File: src/rtl/branch_resolve_unit.sv
// ID-stage branch resolution: holds the IF-stage prediction, resolves beq/bne,
// redirects fetch on a mispredict and returns a training update plus statistics.
module branch_resolve_unit #(
    parameter int unsigned ADDR_W = 32,
    parameter int unsigned CNT_W  = 16
) (
    input  logic              clk,
    input  logic              rst_n,
    input  logic              stall,
    input  logic              if_branch,
    input  logic              if_pred_taken,
    input  logic [ADDR_W-1:0] if_pc_plus4,
    input  logic [ADDR_W-1:0] if_pc_target,
    input  logic              id_is_bne,
    input  logic [31:0]       id_rs1,
    input  logic [31:0]       id_rs2,
    output logic              redirect_valid,
    output logic [ADDR_W-1:0] redirect_pc,
    output logic              flush_if,
    output logic              upd_valid,
    output logic              upd_taken,
    output logic [CNT_W-1:0]  br_count,
    output logic [CNT_W-1:0]  mispred_count
);

    typedef enum logic {
        EMPTY   = 1'b0,
        PENDING = 1'b1
    } state_t;

    localparam logic [CNT_W-1:0] CNT_MAX = '1;

    state_t            state_q, state_d;
    logic              slot_pred_q, slot_pred_d;
    logic [ADDR_W-1:0] slot_plus4_q, slot_plus4_d;
    logic [ADDR_W-1:0] slot_target_q, slot_target_d;
    logic              resolve_c;
    logic              actual_c;
    logic              mis_c;

    // Slot control, resolve decision and same-cycle redirect
    always_comb begin
        state_d        = state_q;
        slot_pred_d    = slot_pred_q;
        slot_plus4_d   = slot_plus4_q;
        slot_target_d  = slot_target_q;
        resolve_c      = 1'b0;
        actual_c       = (id_rs1 == id_rs2) ^ id_is_bne;
        mis_c          = 1'b0;
        redirect_valid = 1'b0;
        redirect_pc    = '0;
        flush_if       = 1'b0;
        case (state_q)
            EMPTY: begin
                if (if_branch && !stall) begin
                    state_d       = PENDING;
                    slot_pred_d   = if_pred_taken;
                    slot_plus4_d  = if_pc_plus4;
                    slot_target_d = if_pc_target;
                end
            end
            PENDING: begin
                if (!stall) begin
                    resolve_c = 1'b1;
                    mis_c     = actual_c != slot_pred_q;
                    if (mis_c) begin
                        // The squashed IF branch is dropped, never captured
                        redirect_valid = 1'b1;
                        flush_if       = 1'b1;
                        redirect_pc    = actual_c ? slot_target_q : slot_plus4_q;
                        state_d        = EMPTY;
                    end else if (if_branch) begin
                        slot_pred_d   = if_pred_taken;
                        slot_plus4_d  = if_pc_plus4;
                        slot_target_d = if_pc_target;
                    end else begin
                        state_d = EMPTY;
                    end
                end
            end
        endcase
    end

    always_ff @(posedge clk) begin
        if (!rst_n) begin
            state_q       <= EMPTY;
            slot_pred_q   <= 1'b0;
            slot_plus4_q  <= '0;
            slot_target_q <= '0;
        end else begin
            state_q       <= state_d;
            slot_pred_q   <= slot_pred_d;
            slot_plus4_q  <= slot_plus4_d;
            slot_target_q <= slot_target_d;
        end
    end

    // Training update and saturating statistics
    always_ff @(posedge clk) begin
        if (!rst_n) begin
            upd_valid     <= 1'b0;
            upd_taken     <= 1'b0;
            br_count      <= '0;
            mispred_count <= '0;
        end else begin
            upd_valid <= resolve_c;
            if (resolve_c) begin
                upd_taken <= actual_c;
                if (br_count != CNT_MAX) begin
                    br_count <= br_count + CNT_W'(1);
                end
                if (mis_c && (mispred_count != CNT_MAX)) begin
                    mispred_count <= mispred_count + CNT_W'(1);
                end
            end
        end
    end

endmodule
File: config.mk
export PLATFORM = sky130hd
export DESIGN_NAME = branch_resolve_unit
export DESIGN_NICKNAME = d
export VERILOG_FILES = /design/src/rtl/branch_resolve_unit.sv
export SDC_FILE = /design/constraint.sdc
export NUM_CORES = 1
export LEC_CHECK = 0
export CAP_MARGIN = 10
export CORE_UTILIZATION = 45
export CTS_CLUSTER_DIAMETER = 50
export DETAILED_ROUTE_END_ITERATION = 10
export PLACE_DENSITY = 0.84
export REMOVE_ABC_BUFFERS = 1
export SLEW_MARGIN = 20
export SYNTH_ARGS = -nofsm -noshare
export SYNTH_HDL_FRONTEND = slang
export SYNTH_SLANG_ARGS = --single-unit
File: constraint.sdc
create_clock -name clk -period 6.3 [get_ports clk]
set_input_delay 1.26 -clock clk [delete_from_list [all_inputs] [get_ports clk]]
set_output_delay 1.26 -clock clk [all_outputs]
set_load 0.02 [all_outputs]
Word-level counts from Yosys, hierarchy flattened
Cells that the tools add are included.
Widths: inputs -> output; s select.
{"block": "totals", "ff_bits": 100, "word_cells": 57, "output_inout_bits": 68}
{"block": "op_classes", "n_addsub": 2, "n_eq_ne": 8, "reduce_logical": 6, "bitwise_logic": 2, "n_mux": 31}
{"op": "$mux 32", "count": 12}
{"op": "$pmux 32 s2", "count": 2}
{"op": "$add 16x1->16 const B", "count": 2}
{"op": "$eq 32x32->1", "count": 1}
{"op": "$ne 16x16->1 const B", "count": 2}
{"op": "$mux 1", "count": 15}
{"op": "$ne 2x2->1 const B", "count": 4}
{"op": "$pmux 1 s2", "count": 2}
{"op": "$reduce_and 2->1", "count": 2}
{"op": "$reduce_and 4->1", "count": 1}
{"op": "$logic_and 1x1->1", "count": 2}
{"op": "$logic_not 1->1", "count": 1}
{"op": "$ne 1x1->1", "count": 1}
{"op": "$not 1->1", "count": 1}
{"op": "$xor 1x1->1", "count": 1}

Logic depth before layout (Yosys ltp)
Gate-level depths: netlist (run 1).
{"block": "logic_depth", "word_depth": 7, "mapped_depth": 10}

Least setup slack after synthesis (run 1)
OpenSTA, ideal clock, no wires.
{"block": "synth_timing", "path_type": "input -> output", "start": "input port id_rs2[23]", "end": "output port redirect_pc[10]", "cell_stages": 9, "t_required_ns": 5.040, "slack_ns": 1.703, "arrival_ns": 3.337, "path_buffers": 2, "path_cell_list": "xor2_1 nor4_1 nand4_1 nor2_4 xnor2_1 clkbuf_1 buf_1 mux2i_1 nor2_1"}
{"block": "synth_via", "elab_chain_len": 6, "word_cells_on_any_way": 7, "cone_classes": "2 x eq/ne; 4 x mux; 1 x bitwise"}
{"item": "start: declaration", "line": "16", "source": "input logic [31:0] id_rs2,"}
{"item": "$eq 32x32->1 (*)", "line": "48", "source": "actual_c = (id_rs1 == id_rs2) ^ id_is_bne;"}
{"item": "$xor 1x1->1 (*)", "line": "48"}
{"item": "$mux 32 or $ne 1x1->1 (tied branches)", "line": "70, 65"}
{"item": "$mux 32 (*)", "line": "66", "source": "if (mis_c) begin"}
{"item": "$mux 32 (*)", "line": "63", "source": "if (!stall) begin"}
{"item": "$mux 32 (*)", "line": "53", "source": "case (state_q)"}
{"item": "end: declaration", "line": "18", "source": "output logic [ADDR_W-1:0] redirect_pc,"}
Every way passes the cells marked *; elsewhere a longest branch is shown, timed or not.

Worst setup path in the final report (run 1)
{"block": "layout_timing", "start": "input port id_rs1[23]", "end": "output port redirect_pc[27]"}
{"block": "layout_via", "elab_chain_len": 6, "word_cells_on_any_way": 7, "cone_classes": "2 x eq/ne; 4 x mux; 1 x bitwise"}
{"item": "start: declaration", "line": "15", "source": "input logic [31:0] id_rs1,"}
{"item": "$eq 32x32->1 (*)", "line": "48"}
{"item": "$xor 1x1->1 (*)", "line": "48"}
{"item": "$mux 32 or $ne 1x1->1 (tied branches)", "line": "70, 65"}
{"item": "$mux 32 (*)", "line": "66"}
{"item": "$mux 32 (*)", "line": "63"}
{"item": "$mux 32 (*)", "line": "53"}
Marked as above.

==> flow_metrics.tcl, run 1 <==
set metrics [dict create \
    power_density_nw_per_um2 182 \
    start_kind "input pin" \
    synthAdderAreaFrac 0.00516 \
    worst-endpoint-arrival_ns 4.31 \
    die_area_um2 11200 \
    hpwlAfterDp_um 9930 \
    dp_cells 921 \
    die_h_um 106 \
    firstDrtPassIters 5 \
    ios 202 \
    timing.fmax_ghz 0.180 \
    maxSlewViolCount 0 \
    drtIter0Drc 198 \
    rsz0062_at_grt "no" \
    io_buffers 201 \
    worstMarginPinSlew_ns 1.04 \
    syn_to_final_growth_pct 47.0 \
    crit_type "input pin to output port" \
    synth_area_per_cell_um2 7.74 \
    die_w_um 106 \
    finalPower_mw 1.30 \
    postRouteWirelength_um 13700 \
    diodes 0 \
    slew_headroom 0.310 \
    grt.total_usage 0.245 \
    cts_setup_buffers 0 \
    p_leak_nw 2.51 \
    synthMuxAreaShare 0.0330 \
    grt_start_max_net_pins 131 \
    vias 4943 \
    gp_congestion 0.874 \
    overflow 0 \
    yosys.area_share.xor_xnor 0.0919 \
    min_period_over_period 0.884 \
    period_minus_slack_ns 5.57 \
    clk_pin_slew_ns 0.09 \
    drc_errors 0 \
    placed_area_um2 6910 \
    coreArea_um2 10400 \
    hold_viol 0 \
    yosysWarnings 0 \
    finClkSkew_ns 0.0114 \
    start_util 0.467 \
    cts_made_buffers 9 \
    drv_cap 0 \
    tns_ns 0 \
    synth_cell_types 39 \
    finalInstanceArea_um2 7120 \
    clock-sinks 100 \
    wl_per_cell_um 14.6 \
    synth_compound_area_frac 0.126 \
    cts.htree.levels 3 \
    netlist_instances 626 \
    synth-seq-cells 100 \
    cts_root_buf "clkbuf_8" \
    synth_seq_area_share 0.413 \
    cts_tree "yes" \
    cts_buffer_depth 2 \
    rows 37 \
    status "completed" \
    cp-end-kind "output port" \
    grt_pass1_wl_um 22100 \
    grt_pass1_vias 4720 \
    cts_hold_buffers 0 \
    antenna_found_initial 0 \
    drive_gt1_frac 0.0387 \
    ctsResizeCount 0 \
    ant_nets 0 \
    syn-cell-area_um2 4850 \
    setup_viol 0 \
    critPathMaxFanout 33 \
    synth_top_family_by_area "simple AND/OR/NAND/NOR gates" \
    fin_cells 937 \
    ir_drop_mv 0.129 \
    min-delay-path-class "flop to flop" \
    cp.required_ns 5.04 \
    layout.nets 932 \
    viasPerCell 5.28 \
    clkLatencyLatePin_ns 0.36 \
    yosys.area_share.simple 0.286 \
]
-- synth_stat cells, drive strengths merged --
library cell    n  area share
a21o            1      0.0015
a21oi          21       0.022
a31o            1      0.0018
a31oi          14       0.018
and2            5      0.0065
and3            4      0.0052
and4            4      0.0072
buf            14       0.014
clkbuf         34       0.026
dfxtp         100        0.41
ha              2      0.0052
inv             6      0.0046
mux2i          16       0.033
nand2          93       0.072
nand2b          2      0.0026
nand3          79       0.082
nand3b          2      0.0031
nand4           7      0.0090
nand4b          1      0.0018
nor2           51       0.041
nor2b           2      0.0026
nor3            5      0.0062
nor3b          13       0.020
nor4           10       0.013
o21ai          76       0.078
o21bai          1      0.0015
o31ai           2      0.0031
or2             2      0.0031
or3             6      0.0077
or4             2      0.0031
xnor2          10       0.020
xor2           40       0.072
-- cell usage in the layout (no fill, tap or decap), types with 3 or more instances in the layout --
| master | netlist | final |
|---|---|---|
| clkbuf_8 | 0 | 10 |
| a21oi_1 | 21 | 21 |
| buf_4 | 1 | 6 |
| and3_1 | 4 | 4 |
| and4_1 | 4 | 4 |
| mux2i_1 | 16 | 16 |
| nor2_1 | 50 | 50 |
| a31oi_1 | 14 | 14 |
| clkdlybuf4s50_1 | 0 | 200 |
| nor3b_1 | 13 | 13 |
| inv_6 | 0 | 3 |
| dfxtp_1 | 100 | 100 |
| nand3_1 | 79 | 79 |
| nand4_1 | 7 | 7 |
| inv_1 | 6 | 6 |
| nor3_1 | 4 | 4 |
| or3_1 | 6 | 6 |
| o21ai_0 | 74 | 74 |
| xor2_1 | 40 | 40 |
| xnor2_1 | 9 | 8 |
| nor4_1 | 10 | 10 |
| nand2_1 | 93 | 93 |
| and2_1 | 5 | 5 |
-- through the flow --
stage               hold slack [ns]  setup WS [ns]  utilization
floorplan                     0.435         -0.154            -
global placement              0.447          0.854        0.666
detailed placement            0.461          0.816        0.666
CTS                           0.478          0.796        0.687
global route                  0.502          0.561        0.687
finish                        0.474          0.730        0.687
-- cell type report --
type / count / area, µm²
clock buffer: 10 / 138
clock inverter: 6 / 76.3
fill: 873 / 3250
inverter: 6 / 22.5
multi-input combinational: 472 / 2650
sequential: 100 / 2000
tap: 136 / 170
timing repair buffer: 207 / 2070
-- registers in the layout, summed over array words and instances, names as in the netlist --
register,cells
slot_target_q,32
upd_valid,1
slot_pred_q,1
state_q,1
br_count,16
slot_plus4_q,32
upd_taken,1
mispred_count,16
-- report_power, final --
group / switching (mW) / leakage [nW] / total [mW] / internal (mW)
sequential: 0.0119 / 0.813 / 0.666 / 0.654
clock: 0.234 / 0.110 / 0.437 / 0.203
combinational: 0.0867 / 1.59 / 0.196 / 0.110
total: 0.333 / 2.51 / 1.30 / 0.966
-- final timing paths --
kind | from | end | slack [ns] | cells past startpoint
worst max-delay path | id_rs1[23] | redirect_pc[27] | 0.73 | 11
worst min-delay path | slot_plus4_q[20]$_SDFFE_PN0P_ | slot_plus4_q[20]$_SDFFE_PN0P_ | 0.47 | 2
worst max register to register | slot_pred_q$_SDFFE_PN0P_ | slot_target_q[25]$_SDFFE_PN0P_ | 3.80 | 6
worst min register to register | slot_plus4_q[20]$_SDFFE_PN0P_ | slot_plus4_q[20]$_SDFFE_PN0P_ | 0.47 | 2
-- kinds of logic (layout without fill, tap and decap cells) --
family,Yosys count,count (layout)
muxes,16,16
xor gates and xnor gates,50,50
DFF,100,100
adders and majority gates,2,2
AOI/OAI and AO/OA,116,116
and+or+nand+nor,288,288
buffers and inverters,54,229
-- metal layers --
layer / vias to the layer above / track usage / routed length (µm)
met2: 157 / 0.435 / 6900
li1: 2484 / - / -
met5: - / 0 / 0
met3: 25 / 0.0761 / 1000
met4: 0 / 0.0744 / 284
met1: 2277 / 0.279 / 5480
-- worst max-delay path, stage by stage --
cell and delay (ns):
clkdlybuf4s50_1 0.45, xor2_1 0.16, nor4_1 0.36, nand4_1 0.27
nor2_4 0.23, xnor2_2 0.27, buf_12 0.28, nor3b_1 0.21
a31oi_1 0.06, nor2_1 0.13, clkdlybuf4s50_1 0.62
Note: power is estimated with default switching activity, not from simulation.
==> run 2: changes to the inputs <==
Settings changed: GPL_TIMING_DRIVEN set to 0.
==> flow_metrics.tcl, run 2 (synthesis results as in run 1) <==
set metrics [dict create \
    status "completed" \
    cts_root_buf "clkbuf_8" \
    cts.htree.levels 3 \
    drc_errors 0 \
    slowest_stage "clkdlybuf4s50_1" \
    multi_input_area_um2 2650 \
    grt_pass1_wl_um 21800 \
    io_buffers 201 \
    crit_chain "clkdlybuf4s50_1 > xor2_1 > nor4_1 > nand4_1 > nor2_4 > xnor2_2 > buf_6 > buf_6 > nand3_1 > a21oi_1 > clkdlybuf4s50_1" \
    seq_area_um2 2000 \
    final_cell_mix "clkdlybuf4s50_1, dfxtp_1, nand2_1" \
    layout.nets 933 \
    ant_nets 0 \
    coreArea_um2 10400 \
    finalInstanceArea_um2 7200 \
    worstMarginPinSlew_ns 0.938 \
    cts_setup_buffers 0 \
    antenna_found_initial 0 \
    syn_to_final_growth_pct 48.6 \
    gp_congestion 0.846 \
    die_w_um 106 \
    rsz0062_at_grt "no" \
    start_util 0.467 \
    fin_hold_ws_ns 0.471 \
    power_density_nw_per_um2 179 \
    ios 202 \
    viasPerCell 5.22 \
    setup_viol 0 \
    diodes 0 \
    placed_area_um2 7000 \
    postRouteWirelength_um 13200 \
    grt_start_max_net_pins 88 \
    die_area_um2 11200 \
    grt.total_usage 0.239 \
    drv_cap 0 \
    path_delay_family "buffers and inverters" \
    min-delay-path-class "flop to flop" \
    cts_tree "yes" \
    worst-endpoint-arrival_ns 4.41 \
    p_leak_nw 2.54 \
    rows 37 \
    ctsResizeCount 0 \
    fin_util 0.695 \
    clkLatencyLatePin_ns 0.36 \
    largestRegisters "slot_plus4_q (32), slot_target_q (32)" \
    layout.cells.most_common "clkdlybuf4s50_1" \
    finalPower_mw 1.29 \
    cts_buffer_depth 2 \
    vias 4900 \
    startpoint "id_rs2[14]" \
    regToRegStartpoint "slot_pred_q$_SDFFE_PN0P_" \
    clk_pin_slew_ns 0.09 \
    fill_cells 858 \
    period_minus_slack_ns 5.67 \
    cts_made_buffers 9 \
    drtIter0Drc 212 \
    drive_gt1_frac 0.0411 \
    hpwlAfterDp_um 9890 \
    cts_hold_buffers 0 \
    path_buf_inv 4 \
    cp-end-kind "output port" \
    slew_headroom 0.374 \
    finClkSkew_ns 0.0140 \
    cp.required_ns 5.04 \
    die_h_um 106 \
    maxSlewViolCount 0 \
    tns_ns 0 \
    wl_per_cell_um 14.1 \
    critPathMaxFanout 15 \
    firstDrtPassIters 4 \
    ir_drop_mv 0.116 \
    hold_viol 0 \
    min_period_over_period 0.900 \
    crit_type "input pin to output port" \
    clock-sinks 100 \
    overflow 0 \
    worstHoldStart "slot_target_q[19]$_SDFFE_PN0P_" \
    timing.fmax_ghz 0.176 \
    start_kind "input pin" \
    cpPeakStageDelay_ns 0.63 \
    grt_pass1_vias 4762 \
]
## run 2: final cells by class
type | instances | area share
multi-input combinational | 472 | 0.368
timing repair buffer | 208 | 0.299
sequential | 100 | 0.278
tap | 136 | 0.0236
clock buffer | 11 | 0.0196
clock inverter | 5 | 0.00834
inverter | 6 | 0.00313
## run 2: path summary, 6_finish.rpt
kind,endpoint,slack (ns),cells past startpoint
worst max-delay path,redirect_pc[24],0.63,11
worst min-delay path,slot_target_q[19]$_SDFFE_PN0P_,0.47,2
worst max register to register,slot_target_q[26]$_SDFFE_PN0P_,3.70,7
worst min register to register,slot_target_q[19]$_SDFFE_PN0P_,0.47,2
## run 2: stage by stage
step	worst slack, ns	instances
6_report	0.627	938
2_1_floorplan	-0.154	578
3_5_place_dp	0.630	922
3_3_place_gp	-2.40	915
4_1_cts	0.616	938
5_1_grt	0.419	938
## run 2: metal layers
metal / vias up / routed length, µm / global-route usage
li1: 2494 / - / -
met1: 2243 / 5370 / 0.276
met2: 146 / 6670 / 0.423
met3: 17 / 948 / 0.0699
met4: 0 / 190 / 0.0774
met5: - / 0 / 0
## run 2: tightest hold or removal path, cell delays in order, from the launching register on
cell and delay, ns:
dfxtp_1 0.32, nand3_1 0.05, o21ai_0 0.06
## run 2: report_power, final
group / total (mW) / internal, mW / switching (mW)
Sequential: 0.668 / 0.654 / 0.0143
Clock: 0.419 / 0.196 / 0.223
Combinational: 0.200 / 0.116 / 0.0844
Total: 1.29 / 0.967 / 0.321
==> run 3: changes to the inputs <==
Settings changed: CORE_MARGIN set to 3.
==> flow_metrics.tcl, run 3 (synthesis results as in run 1) <==
set metrics [dict create \
    status "completed" \
    layout.cells.most_common "clkdlybuf4s50_1" \
    clock-sinks 100 \
    path_delay_family "buffers and inverters" \
    period_minus_slack_ns 5.65 \
    min-delay-path-class "flop to flop" \
    r2r_setup_slack_ns 3.69 \
    ctsResizeCount 0 \
    path_buf_inv 5 \
    setup_ws_ns 0.649 \
    cpMostUsedCell "buf_6" \
    postRouteWirelength_um 13900 \
    firstDrtPassIters 5 \
    busiest_layer "met2" \
    cpPeakStageDelay_ns 0.66 \
    start_util 0.465 \
    layout.nets 934 \
    ir_drop_mv 0.129 \
    wl_per_cell_um 14.8 \
    worstHoldStart "slot_target_q[15]$_SDFFE_PN0P_" \
    worstMarginPinSlew_ns 0.955 \
    drtIter0Drc 304 \
    die_w_um 110 \
    cts.htree.levels 3 \
    maxSlewViolCount 0 \
    viasPerCell 5.33 \
    regToRegStartpoint "slot_pred_q$_SDFFE_PN0P_" \
    ios 202 \
    io_buffers 201 \
    ant_nets 0 \
    syn_to_final_growth_pct 48.7 \
    dp_slack_ns 0.721 \
    fin_hold_ws_ns 0.470 \
    slew_headroom 0.363 \
    diodes 0 \
    grt_pass1_wl_um 22300 \
    cp-end-kind "output port" \
    cts_setup_buffers 0 \
    startpoint "id_rs2[15]" \
    rsz0062_at_grt "no" \
    critPathMaxFanout 13 \
    r2r_cells 7 \
    overflow 0 \
    drv_cap 0 \
    crit_chain "clkdlybuf4s50_1 > xor2_1 > nor4_1 > nand4_1 > nor2_4 > xnor2_2 > buf_6 > buf_6 > buf_6 > a31oi_1 > nor2_1 > clkdlybuf4s50_1" \
    cts_hold_buffers 0 \
    start_kind "input pin" \
    power_density_nw_per_um2 177 \
    die_h_um 110 \
    worst-endpoint-arrival_ns 4.39 \
    grt_pass1_vias 4770 \
    crit_type "input pin to output port" \
    use_met1 0.272 \
    worstHoldPathCells 2 \
    final_cell_mix "clkdlybuf4s50_1, dfxtp_1, nand2_1" \
    antenna_found_initial 0 \
    coreArea_um2 10400 \
    setup_viol 0 \
    clk_pin_slew_ns 0.09 \
    grt_start_max_net_pins 76 \
    hpwlAfterDp_um 10500 \
    cts_root_buf "clkbuf_8" \
    drc_errors 0 \
    die_area_um2 12000 \
    drive_gt1_frac 0.0411 \
    slowest_stage "clkdlybuf4s50_1" \
    clkLatencyLatePin_ns 0.36 \
    cp.depth 12 \
    cts_made_buffers 9 \
    grtUsageMet3 0.0769 \
    cts_buffer_depth 2 \
    finClkSkew_ns 0.0167 \
    gr-usage-met2 0.401 \
    rows 37 \
    largestRegisters "slot_plus4_q (32), slot_target_q (32)" \
    cp.required_ns 5.04 \
    vias 5008 \
    grt.total_usage 0.233 \
    min_period_over_period 0.897 \
    gp_congestion 0.903 \
    p_leak_nw 2.53 \
    cts_tree "yes" \
    timing.fmax_ghz 0.177 \
    hold_viol 0 \
]
==> run 3: changes by cell type in the layout (fill, tap and decap cells not counted), sizes merged <==
cell      change
clkinv        -2
clkinvlp      +2
buf           +1
==> run 3: worst paths after layout <==
check / end
max: redirect_pc[12]
min: slot_target_q[15]$_SDFFE_PN0P_
max reg2reg: slot_target_q[9]$_SDFFE_PN0P_
min reg2reg: slot_target_q[15]$_SDFFE_PN0P_
==> run 3: cell type report <==
type                       instances  area, µm²
fill                             834       3210
multi-input combinational        472       2650
timing repair buffer             209       2170
sequential                       100       2000
tap                              136        170
clock buffer                      11        131
clock inverter                     5       61.3
inverter                           6       22.5
==> run 3: power breakdown <==
group	leakage [nW]	switching, mW	total [mW]	internal, mW
sequential	0.814	0.0148	0.669	0.654
combinational	1.63	0.0858	0.203	0.117
clock	0.0862	0.220	0.406	0.186
total	2.53	0.321	1.28	0.957
==> run 3: worst reg2reg max path: stages, from the launching register on <==
cell and delay, ns:
dfxtp_2 0.78, xor2_1 0.31, xnor2_2 0.19, o21ai_4 0.63, buf_16 0.27, buf_16 0.18
nand3_1 0.09, o21ai_0 0.10
==> run 3: layer usage <==
metal	up-vias	wire, µm
met5	-	0
met4	0	265
met3	23	1090
met2	159	7110
met1	2333	5430
li1	2493	-
==> run 3: through the flow <==
step	TNS [ns]	area, µm²	utilization	power [mW]	std cells
after floorplan	-10.01	4650	-	0.749	578
after global placement	-225.84	6830	0.656	0.871	915
after detailed placement	0	7010	0.673	0.886	923
after CTS	0	7200	0.692	1.29	939
after global routing	0	7210	0.692	1.33	939
final	0	7210	0.692	1.28	939
